File: src/rtl/controle_multiciclo_if.sv
// Control bus between the multicycle controller and the processor datapath.
// master = controller side (reads opcode/mem_ready/zero, drives strobes).
// slave  = datapath side.
interface controle_multiciclo_if #(
    parameter int OP_W = 4
);
    logic [OP_W-1:0] opcode;
    logic            mem_ready;
    logic            zero;

    logic            LeMem;
    logic            EscIR;
    logic            EscCondCP;
    logic            EscCP;
    logic [OP_W-1:0] ULA_OP;
    logic            ULA_A;
    logic [1:0]      ULA_B;
    logic [1:0]      FonteCP;
    logic            EscReg;
    logic            instr_fim;
    logic            halted;

    modport master (
        input  opcode, mem_ready, zero,
        output LeMem, EscIR, EscCondCP, EscCP, ULA_OP, ULA_A, ULA_B,
               FonteCP, EscReg, instr_fim, halted
    );

    modport slave (
        output opcode, mem_ready, zero,
        input  LeMem, EscIR, EscCondCP, EscCP, ULA_OP, ULA_A, ULA_B,
               FonteCP, EscReg, instr_fim, halted
    );
endinterface

File: src/rtl/controle_multiciclo.sv
// Multicycle control FSM for the processor datapath.
// States: FETCH -> DECODE -> (EXEC x EXEC_CYCLES -> WB -> PC | JUMP | BRANCH | PC).
// The opcode is latched on the DECODE edge, so the opcode port is ignored
// for the rest of the instruction. Outputs are a Moore decode of state and
// latched opcode; only LeMem/EscIR look at inputs (mem_ready, rst_n) in FETCH.
// Optional feature: define CTRL_HALT_EN to turn opcode 15 into a HALT that
// holds halted=1 until reset. Without it opcode 15 is a NOP and halted is 0.
// OP_W must be at least 4; opcodes above 15 decode as NOP.
module controle_multiciclo #(
    parameter int OP_W        = 4,
    parameter int EXEC_CYCLES = 2   // legal 1..15
) (
    input  logic                   clk,
    input  logic                   rst_n,
    controle_multiciclo_if.master  bus
);

    typedef enum logic [3:0] {
        S_FETCH,
        S_DECODE,
        S_EXEC,
        S_WB,
        S_PC,
        S_JUMP,
        S_BRANCH
`ifdef CTRL_HALT_EN
        ,
        S_HALT,
        S_HALT_WAIT
`endif
    } state_t;

    typedef enum logic [2:0] {
        CLS_R,
        CLS_I,
        CLS_JMP,
        CLS_BR,
        CLS_NOP,
        CLS_HALT
    } op_class_t;

    localparam logic [3:0] EXEC_LOAD = 4'(EXEC_CYCLES - 1);

    // Instruction class of a 4-bit opcode.
    function automatic op_class_t class_of(input logic [3:0] op);
        op_class_t cls;
        case (op)
            4'd0, 4'd1, 4'd3, 4'd4, 4'd5:          cls = CLS_R;
            4'd2, 4'd6, 4'd7, 4'd8, 4'd9, 4'd10:   cls = CLS_I;
            4'd11:                                 cls = CLS_JMP;
            4'd12:                                 cls = CLS_BR;
`ifdef CTRL_HALT_EN
            4'd15:                                 cls = CLS_HALT;
`endif
            default:                               cls = CLS_NOP;
        endcase
        return cls;
    endfunction

    state_t          state_reg, state_next;
    logic [OP_W-1:0] op_reg, op_next;
    logic [3:0]      counter_reg, counter_next;

    // Constant decode table for the 16 low opcodes.
    op_class_t class_rom [16];
    for (genvar gi = 0; gi < 16; gi++) begin : g_class_rom
        assign class_rom[gi] = class_of(4'(gi));
    end

    // Opcodes with any bit above bit 3 set fall outside the table.
    logic opcode_high;
    logic op_reg_high;
    if (OP_W > 4) begin : g_wide_op
        assign opcode_high = |bus.opcode[OP_W-1:4];
        assign op_reg_high = |op_reg[OP_W-1:4];
    end else begin : g_narrow_op
        assign opcode_high = 1'b0;
        assign op_reg_high = 1'b0;
    end

    op_class_t cls_in;    // class of the opcode port (used only in DECODE)
    op_class_t cls_reg;   // class of the latched opcode
    assign cls_in  = opcode_high ? CLS_NOP : class_rom[bus.opcode[3:0]];
    assign cls_reg = op_reg_high ? CLS_NOP : class_rom[op_reg[3:0]];

    // The branch flag is consumed by the datapath, not by the controller.
    logic unused_zero;
    assign unused_zero = bus.zero;

    logic            le_mem;
    logic            esc_ir;
    logic            esc_cond_cp;
    logic            esc_cp;
    logic [OP_W-1:0] ula_op;
    logic            ula_a;
    logic [1:0]      ula_b;
    logic [1:0]      fonte_cp;
    logic            esc_reg;
    logic            instr_fim;
    logic            halted;

    // State, latched opcode and execute counter registers.
    always_ff @(posedge clk) begin
        if (!rst_n) begin
            state_reg   <= S_FETCH;
            op_reg      <= '0;
            counter_reg <= 4'd0;
        end else begin
            state_reg   <= state_next;
            op_reg      <= op_next;
            counter_reg <= counter_next;
        end
    end

    // Next-state logic and Moore output decode.
    always_comb begin
        state_next   = state_reg;
        op_next      = op_reg;
        counter_next = counter_reg;
        le_mem       = 1'b0;
        esc_ir       = 1'b0;
        esc_cond_cp  = 1'b0;
        esc_cp       = 1'b0;
        ula_op       = op_reg;
        ula_a        = 1'b0;
        ula_b        = 2'b00;
        fonte_cp     = 2'b00;
        esc_reg      = 1'b0;
        instr_fim    = 1'b0;
        halted       = 1'b0;

        case (state_reg)
            S_FETCH: begin
                // A held reset keeps the fetch request quiet.
                ula_op = '0;
                le_mem = rst_n;
                if (bus.mem_ready) begin
                    esc_ir     = rst_n;
                    state_next = S_DECODE;
                end
            end

            S_DECODE: begin
                op_next = bus.opcode;
                ula_a   = 1'b0;
                ula_b   = 2'b01;   // CP + 1 precompute
                case (cls_in)
                    CLS_R, CLS_I: begin
                        state_next   = S_EXEC;
                        counter_next = EXEC_LOAD;
                    end
                    CLS_JMP:  state_next = S_JUMP;
                    CLS_BR:   state_next = S_BRANCH;
`ifdef CTRL_HALT_EN
                    CLS_HALT: state_next = S_HALT;
`endif
                    default:  state_next = S_PC;
                endcase
            end

            S_EXEC: begin
                ula_a = 1'b1;
                ula_b = (cls_reg == CLS_I) ? 2'b10 : 2'b00;
                if (counter_reg == 4'd0) begin
                    state_next = S_WB;
                end else begin
                    counter_next = counter_reg - 4'd1;
                end
            end

            S_WB: begin
                // ULA selects held so the result stays stable while written.
                esc_reg    = 1'b1;
                ula_a      = 1'b1;
                ula_b      = (cls_reg == CLS_I) ? 2'b10 : 2'b00;
                state_next = S_PC;
            end

            S_PC: begin
                esc_cp     = 1'b1;
                fonte_cp   = 2'b00;
                instr_fim  = 1'b1;
                state_next = S_FETCH;
            end

            S_JUMP: begin
                esc_cp     = 1'b1;
                fonte_cp   = 2'b10;
                ula_a      = 1'b0;
                ula_b      = 2'b10;
                instr_fim  = 1'b1;
                state_next = S_FETCH;
            end

            S_BRANCH: begin
                // The datapath qualifies this write with the zero flag.
                esc_cond_cp = 1'b1;
                fonte_cp    = 2'b01;
                ula_a       = 1'b1;
                ula_b       = 2'b00;
                instr_fim   = 1'b1;
                state_next  = S_FETCH;
            end

`ifdef CTRL_HALT_EN
            S_HALT: begin
                // Entry cycle: the halting instruction completes here.
                halted     = 1'b1;
                instr_fim  = 1'b1;
                state_next = S_HALT_WAIT;
            end

            S_HALT_WAIT: begin
                halted     = 1'b1;
                state_next = S_HALT_WAIT;
            end
`endif

            default: begin
                state_next = S_FETCH;
            end
        endcase
    end

    assign bus.LeMem     = le_mem;
    assign bus.EscIR     = esc_ir;
    assign bus.EscCondCP = esc_cond_cp;
    assign bus.EscCP     = esc_cp;
    assign bus.ULA_OP    = ula_op;
    assign bus.ULA_A     = ula_a;
    assign bus.ULA_B     = ula_b;
    assign bus.FonteCP   = fonte_cp;
    assign bus.EscReg    = esc_reg;
    assign bus.instr_fim = instr_fim;
    assign bus.halted    = halted;

endmodule
File: src/flat_wrapper.sv
// flat-port wrapper written by rule: the top's interface ports become plain ports
module controle_multiciclo_flat 
#(
    parameter int OP_W        = 4,
    parameter int EXEC_CYCLES = 2                 
)
  (clk, rst_n, bus_opcode, bus_mem_ready, bus_zero, bus_LeMem, bus_EscIR, bus_EscCondCP, bus_EscCP, bus_ULA_OP, bus_ULA_A, bus_ULA_B, bus_FonteCP, bus_EscReg, bus_instr_fim, bus_halted);
  controle_multiciclo_if #(.OP_W(OP_W)) bus_i ();
  input  logic clk;
  input  logic rst_n;
  input wire logic [$bits(bus_i.opcode)-1:0] bus_opcode;
  input wire logic [$bits(bus_i.mem_ready)-1:0] bus_mem_ready;
  input wire logic [$bits(bus_i.zero)-1:0] bus_zero;
  output wire logic [$bits(bus_i.LeMem)-1:0] bus_LeMem;
  output wire logic [$bits(bus_i.EscIR)-1:0] bus_EscIR;
  output wire logic [$bits(bus_i.EscCondCP)-1:0] bus_EscCondCP;
  output wire logic [$bits(bus_i.EscCP)-1:0] bus_EscCP;
  output wire logic [$bits(bus_i.ULA_OP)-1:0] bus_ULA_OP;
  output wire logic [$bits(bus_i.ULA_A)-1:0] bus_ULA_A;
  output wire logic [$bits(bus_i.ULA_B)-1:0] bus_ULA_B;
  output wire logic [$bits(bus_i.FonteCP)-1:0] bus_FonteCP;
  output wire logic [$bits(bus_i.EscReg)-1:0] bus_EscReg;
  output wire logic [$bits(bus_i.instr_fim)-1:0] bus_instr_fim;
  output wire logic [$bits(bus_i.halted)-1:0] bus_halted;
  assign bus_i.opcode = bus_opcode;
  assign bus_i.mem_ready = bus_mem_ready;
  assign bus_i.zero = bus_zero;
  assign bus_LeMem = bus_i.LeMem;
  assign bus_EscIR = bus_i.EscIR;
  assign bus_EscCondCP = bus_i.EscCondCP;
  assign bus_EscCP = bus_i.EscCP;
  assign bus_ULA_OP = bus_i.ULA_OP;
  assign bus_ULA_A = bus_i.ULA_A;
  assign bus_ULA_B = bus_i.ULA_B;
  assign bus_FonteCP = bus_i.FonteCP;
  assign bus_EscReg = bus_i.EscReg;
  assign bus_instr_fim = bus_i.instr_fim;
  assign bus_halted = bus_i.halted;
  controle_multiciclo #(.OP_W(OP_W), .EXEC_CYCLES(EXEC_CYCLES)) u_core (.clk(clk), .rst_n(rst_n), .bus(bus_i));
endmodule
File: config.mk
export PLATFORM = sky130hd
export DESIGN_NAME = controle_multiciclo_flat
export DESIGN_NICKNAME = d
export VERILOG_FILES = /design/src/rtl/controle_multiciclo_if.sv /design/src/rtl/controle_multiciclo.sv /design/src/flat_wrapper.sv
export SDC_FILE = /design/constraint.sdc
export NUM_CORES = 1
export LEC_CHECK = 0
export CORE_ASPECT_RATIO = 0.75
export CORE_MARGIN = 3
export CORE_UTILIZATION = 40
export CTS_CLUSTER_SIZE = 25
export DETAILED_ROUTE_END_ITERATION = 6
export PLACE_DENSITY = 0.82
export SLEW_MARGIN = 10
export SYNTH_ARGS = -nofsm -noshare
export SYNTH_HDL_FRONTEND = slang
export SYNTH_SLANG_ARGS = --single-unit
File: constraint.sdc
create_clock -name clk -period 1.5 [get_ports clk]
set_input_delay 0.15 -clock clk [delete_from_list [all_inputs] [get_ports clk]]
set_output_delay 0.15 -clock clk [all_outputs]
set_load 0.02 [all_outputs]
After elaboration in Yosys (flattened, before gate mapping)
Memories as Yosys holds them, arrays and structs flattened.
Cells that the tools add are included.
{"block": "word_totals", "mem_bits_ro": 96, "wordCells": 58, "output_inout_bits": 16, "regBits": 12, "memories": 2, "inputBits": 8}
{"name": "(name not given)", "depth": 16, "word_bits": 3, "read_ports": 1, "rd_ports_with_merged_regs": 0, "write_ports": 0, "line": "controle_multiciclo.sv:83", "source": "assign cls_in = opcode_high ? CLS_NOP : class_rom[bus.opcode[3:0]];"}
{"name": "(name not given)", "depth": 16, "word_bits": 3, "read_ports": 1, "rd_ports_with_merged_regs": 0, "write_ports": 0, "line": "controle_multiciclo.sv:84", "source": "assign cls_reg = op_reg_high ? CLS_NOP : class_rom[op_reg[3:0]];"}
{"block": "op_classes", "add_sub_neg": 1, "mux": 23, "magnitude_cmp": 2, "eq_ne": 14, "n_reduce_logical": 11, "bitwise": 2}
{"op": "4-bit 2-to-1 mux", "count": 5}
{"op": "4-bit one-hot mux with 4 select lines", "count": 1}
{"op": "4-bit by 3-bit == test with 1-bit output (second input constant)", "count": 3}
{"op": "3-bit 2-to-1 mux", "count": 4}
{"op": "5-bit >= comparator (second input constant)", "count": 2}
{"op": "4-bit inverter with 5-bit output", "count": 2}
{"op": "3-bit one-hot mux with 3 select lines", "count": 1}
{"op": "4-bit by 2-bit == test with 1-bit output (second input constant)", "count": 2}
{"op": "4-bit logical NOT", "count": 2}
{"op": "1-bit 2-to-1 mux", "count": 8}
{"op": "4-bit one-hot mux with 2 select lines", "count": 1}
{"op": "3-bit by 1-bit == test with 1-bit output (second input constant)", "count": 2}
{"op": "3-bit by 2-bit == test with 1-bit output (second input constant)", "count": 2}
{"op": "2-bit one-hot mux with 3 select lines", "count": 1}
{"op": "2-bit OR reduction", "count": 3}
{"op": "3-bit OR reduction", "count": 2}
{"op": "4-bit by 1-bit == test with 1-bit output (second input constant)", "count": 1}
{"op": "2-bit by 1-bit inequality test with 1-bit output (second input constant)", "count": 2}
{"op": "2-bit inequality test (second input constant)", "count": 2}
{"op": "2-bit one-hot mux with 2 select lines", "count": 1}
{"op": "4-bit by 1-bit subtractor with 4-bit output (second input constant)", "count": 1}
{"op": "3-bit logical NOT", "count": 1}
{"op": "3-bit AND reduction", "count": 1}
{"op": "2-bit 2-to-1 mux", "count": 1}
{"op": "other kinds (2)", "count": 2}

Depth between registers and ports, before layout
{"block": "depth", "word_depth": 8, "depth_mapped": 5, "depth_no_buf": 5}

Worst setup path before layout
OpenSTA, ideal clock, no wires.
{"block": "synth_timing", "kind": "reg2out", "from": "reg u_core.state_reg[2]", "to": "out bus_ULA_B[1]", "path_stages_with_launch": 5, "n_path_buf": 1, "required_time_ns": 1.350, "arrival_ns": 1.396, "path_slack_ns": -0.046, "path_cell_list": "dfxtp_1 -> buf_2 -> nor2b_1 -> and2_1 -> a21o_1"}
{"block": "synth_via", "elab_chain_cells": 3, "word_cells_on_any_way": 6, "classes_between": "eq/ne (4); mux (1); reduce/logical (1)"}
{"item": "from (decl)", "line": "controle_multiciclo.sv:60", "source": "state_t state_reg, state_next;"}
{"item": "from (signal assigned)", "line": "controle_multiciclo.sv:109", "source": "state_reg <= state_next;"}
{"item": "4-bit by 2-bit == test with 1-bit output", "line": "controle_multiciclo.sv:132", "source": "case (state_reg)"}
{"item": "2-bit OR reduction (no source line)"}
{"item": "2-bit one-hot mux with 3 select lines (*)", "line": "controle_multiciclo.sv:132"}
{"item": "to (decl)", "line": "flat_wrapper.sv:20", "source": "output wire logic [$bits(bus_i.ULA_B)-1:0] bus_ULA_B;"}
Mark *: on every way between the ends. The rest lies on a longest branch, timed or not.

Worst setup path in the final report
{"block": "layout_timing", "from": "reg u_core.state_reg[1]", "to": "reg u_core.counter_reg[3]"}
{"block": "layout_via", "elab_chain_cells": 3, "word_cells_on_any_way": 7, "classes_between": "eq/ne (4); mux (1); reduce/logical (2)"}
{"item": "4-bit by 2-bit == test with 1-bit output / 4-bit by 1-bit == test with 1-bit output (equally long branches)", "line": "controle_multiciclo.sv:132"}
{"item": "2-bit inequality test (no source line) (tied with other cells)"}
{"item": "3-bit AND reduction (no source line)"}
{"item": "to (signal assigned)", "line": "controle_multiciclo.sv:111", "source": "counter_reg <= counter_next;"}
{"item": "to (decl)", "line": "controle_multiciclo.sv:62", "source": "logic [3:0] counter_reg, counter_next;"}
Parallel ways exist; a longest one is shown, timed or not.
A chain may end at the register's enable or synchronous reset.

==> results.sh <==
export IMPL_violations="negative setup slack"
export IMPL_maxCapViolCount=0
export IMPL_ys_seq_elements=11
export IMPL_die_area_mm2=0.002399
export IMPL_fp_row_count=12
export IMPL_worstSetupPathType="reg -> reg"
export IMPL_setup_violations=6
export IMPL_worst_r2r_path_depth=5
export IMPL_nets=144
export IMPL_antenna_found_initial=0
export IMPL_chipHeight_um=43.17
export IMPL_nFillCells=110
export IMPL_finalMaxSlewViolations=0
export IMPL_end_kind="flop"
export IMPL_grt_max_degree=10
export IMPL_syn_inst=91
export IMPL_grt_pass1_vias=878
export IMPL_whs_path_depth=2
export IMPL_path_clk_slew_ns=0.08
export IMPL_vias=879
export IMPL_final_cell_mix="23 x buf_4, 8 x nand2_1, 7 x buf_2, 7 x dfxtp_1"
export IMPL_seq_area_um2=225.2
export IMPL_synth_edf_count=0
export IMPL_numPortBuffers=21
export IMPL_leakagePower_nw=0.5067
export IMPL_first_pass_iters=4
export IMPL_critPathLaunchType="flop"
export IMPL_avgSynthCellArea_um2=8.098
export IMPL_report_power_total_mw=1.276
export IMPL_wire_per_inst_um=16.24
export IMPL_die_w_um=55.57
export IMPL_drive_above_1_share=0.4511
export IMPL_syn_area_um2=737.0
export IMPL_path_cells="buf_6 > buf_6 > or3b_4 > or4b_1 > o221ai_1"
export IMPL_finalHoldViolations=0
export IMPL_dp_hpwl_um=1790
export IMPL_ff2ff_setup_slack_ns=-0.08
export IMPL_crit_top_cell="buf_6"
export IMPL_clock_path_buffers=2
export IMPL_grt_pass1_wl_um=4057
export IMPL_totalWireLength_um=2501
export IMPL_grt_overflow=0
export IMPL_worst_ep_required_time_ns=1.71
export IMPL_area_delta_synth_final_pct=59.76
export IMPL_core_area_mm2=0.001607
export IMPL_p_per_area_mw_per_mm2=1084
export IMPL_synth_cell_types=40
export IMPL_rsz0062_at_grt="yes"
export IMPL_drc_errors=0
export IMPL_finalCritPeriodShare=1.055
export IMPL_hold_class="reg -> reg"
export IMPL_arrival_ns=1.79
export IMPL_timing_rr_start="u_core.state_reg[1]$_SDFFE_PN0P_"
export IMPL_numCtsBuffers=3
export IMPL_reg2reg_to="u_core.counter_reg[3]$_SDFFE_PN0P_"
export IMPL_cts_tree="yes"
export IMPL_place_congestion=0.8232
export IMPL_diodes=0
export IMPL_yosysSeqAreaShare=0.2988
export IMPL_hold_start="u_core.op_reg[0]$_SDFFE_PN0N_"
export IMPL_fin_ws_ns=-0.08291
export IMPL_worstHoldEndpoint="u_core.op_reg[0]$_SDFFE_PN0N_"
export IMPL_fmax_mhz=631.7
export IMPL_cts_hold_fix_buffers=0
export IMPL_cts_sinks=11
export IMPL_clock_latency_ns=0.29
export IMPL_final_min_clock_period_ns=1.583
export IMPL_ir_worst_vdd_uv=918.4
export IMPL_layout_commonest_cell="buf_4"
export IMPL_crit_fanout=8
export IMPL_avgViaCountPerCell=5.708
export IMPL_status="complete, but fails checks"
export IMPL_clk_root_buffer_cell="clkbuf_4"
export IMPL_drtIter0Drc=33
export IMPL_io_pins=24
export IMPL_synth_flop_cell="dfxtp_1"
export IMPL_multi_input_area_um2=526.8
export IMPL_initial_core_util=0.4587
export IMPL_fin_skew_ns=0.002144
export IMPL_ant_nets=0
export IMPL_synth_net_count=101
export IMPL_cts_max_level=1
export IMPL_slowest_stage="or4b_1"
export IMPL_synth_warnings=0
export IMPL_grt_total_usage=0.2141
export IMPL_max_stage_delay_ns=0.48
export IMPL_utilization=0.7329
export IMPL_synth_async_sr_flop_share=0
cell type report:
class / count / share of cell area
Inverter: 5 / 0.01594
Tap cell: 21 / 0.02232
Timing Repair Buffer: 45 / 0.2997
Multi-Input combinational cell: 68 / 0.4474
Clock inverter: 1 / 0.004251
Clock buffer: 3 / 0.01913
Sequential cell: 11 / 0.1913
power breakdown:
part / leakage [nW] / total, mW / internal [mW] / switching, mW
sequential: 0.0913 / 0.376 / 0.334 / 0.0424
combinational: 0.398 / 0.681 / 0.351 / 0.330
clock: 0.0177 / 0.219 / 0.0993 / 0.120
total: 0.507 / 1.28 / 0.784 / 0.492
metrics by stage:
step / std cells / setup TNS (ns) / area, um^2 / setup slack (ns) / hold slack, ns
after floorplan: 91 / 0 / 744.5 / 0.07630 / 0.2631
after global placement: 148 / -1.498 / 1107 / -0.1640 / 0.4668
after detailed placement: 148 / -2.149 / 1107 / -0.2086 / 0.4873
after CTS: 154 / -0.06931 / 1142 / -0.06238 / 0.4977
after global routing: 154 / -0.6674 / 1177 / -0.1262 / 0.5366
final: 154 / -0.1371 / 1177 / -0.08291 / 0.4907
worst max-delay path, delay by kind of cell, from the launching register on:
family | cells | cell delay (ns)
AND/OR/NAND/NOR | 2 | 0.85
flip-flops | 1 | 0.35
buffers and inverters | 2 | 0.22
AO/OA/AOI/OAI | 1 | 0.08
layer usage:
layer,global-route usage,share of wire,up-vias,wire length (um)
met5,0,0,-,0
met4,0.06796,0.016,0,40
met3,0.05167,0.061,7,152
met2,0.3821,0.49,34,1237
met1,0.2518,0.43,426,1071
li1,-,-,412,-
Yosys cell counts, types with 2 or more instances:
master,number,area [um^2]
a21o_1,2,15.01
or3b_1,2,17.52
buf_4,3,22.52
nor3_1,2,10.01
and2_1,3,18.77
nand2b_1,2,12.51
a21oi_1,7,35.03
nor4b_1,2,17.52
inv_1,5,18.77
nor2b_1,6,37.54
a211o_1,2,17.52
nor2_1,2,7.510
clkbuf_1,3,11.26
nand3_1,2,10.01
nand3b_1,2,15.01
nor3b_1,3,22.52
ha_1,2,25.02
dfxtp_1,11,220.2
nand4_1,2,12.51
nand2_1,8,30.03
repair_timing:
action	CTS	global route
gates resized for setup	64	12
pin swaps	1	3
setup buffers	2	0
setup endpoints to repair	18	17
cell families after synthesis:
group / synth area share
buf+inv: 0.07809
xor+xnor: 0.01189
fa+ha+maj: 0.04753
compound gates: 0.1970
other cells: 0.005088
flops: 0.2988
simple gates: 0.3616
how the worst max path moves through the flow:
stage,end,cells past startpoint,start,slack (ns)
floorplan,bus_ULA_B[1],4,u_core.state_reg[2]$_SDFFE_PN0P_,0.08
global placement,bus_ULA_OP[2],5,u_core.state_reg[2]$_SDFFE_PN0P_,-0.16
detailed placement,bus_ULA_B[1],4,u_core.op_reg[3]$_SDFFE_PN0N_,-0.21
CTS,u_core.counter_reg[3]$_SDFFE_PN0P_,5,u_core.state_reg[1]$_SDFFE_PN0P_,-0.06
global route,u_core.counter_reg[3]$_SDFFE_PN0P_,5,u_core.state_reg[1]$_SDFFE_PN0P_,-0.13
finish,u_core.counter_reg[3]$_SDFFE_PN0P_,5,u_core.state_reg[1]$_SDFFE_PN0P_,-0.08
(Power assumes the default switching activity.)
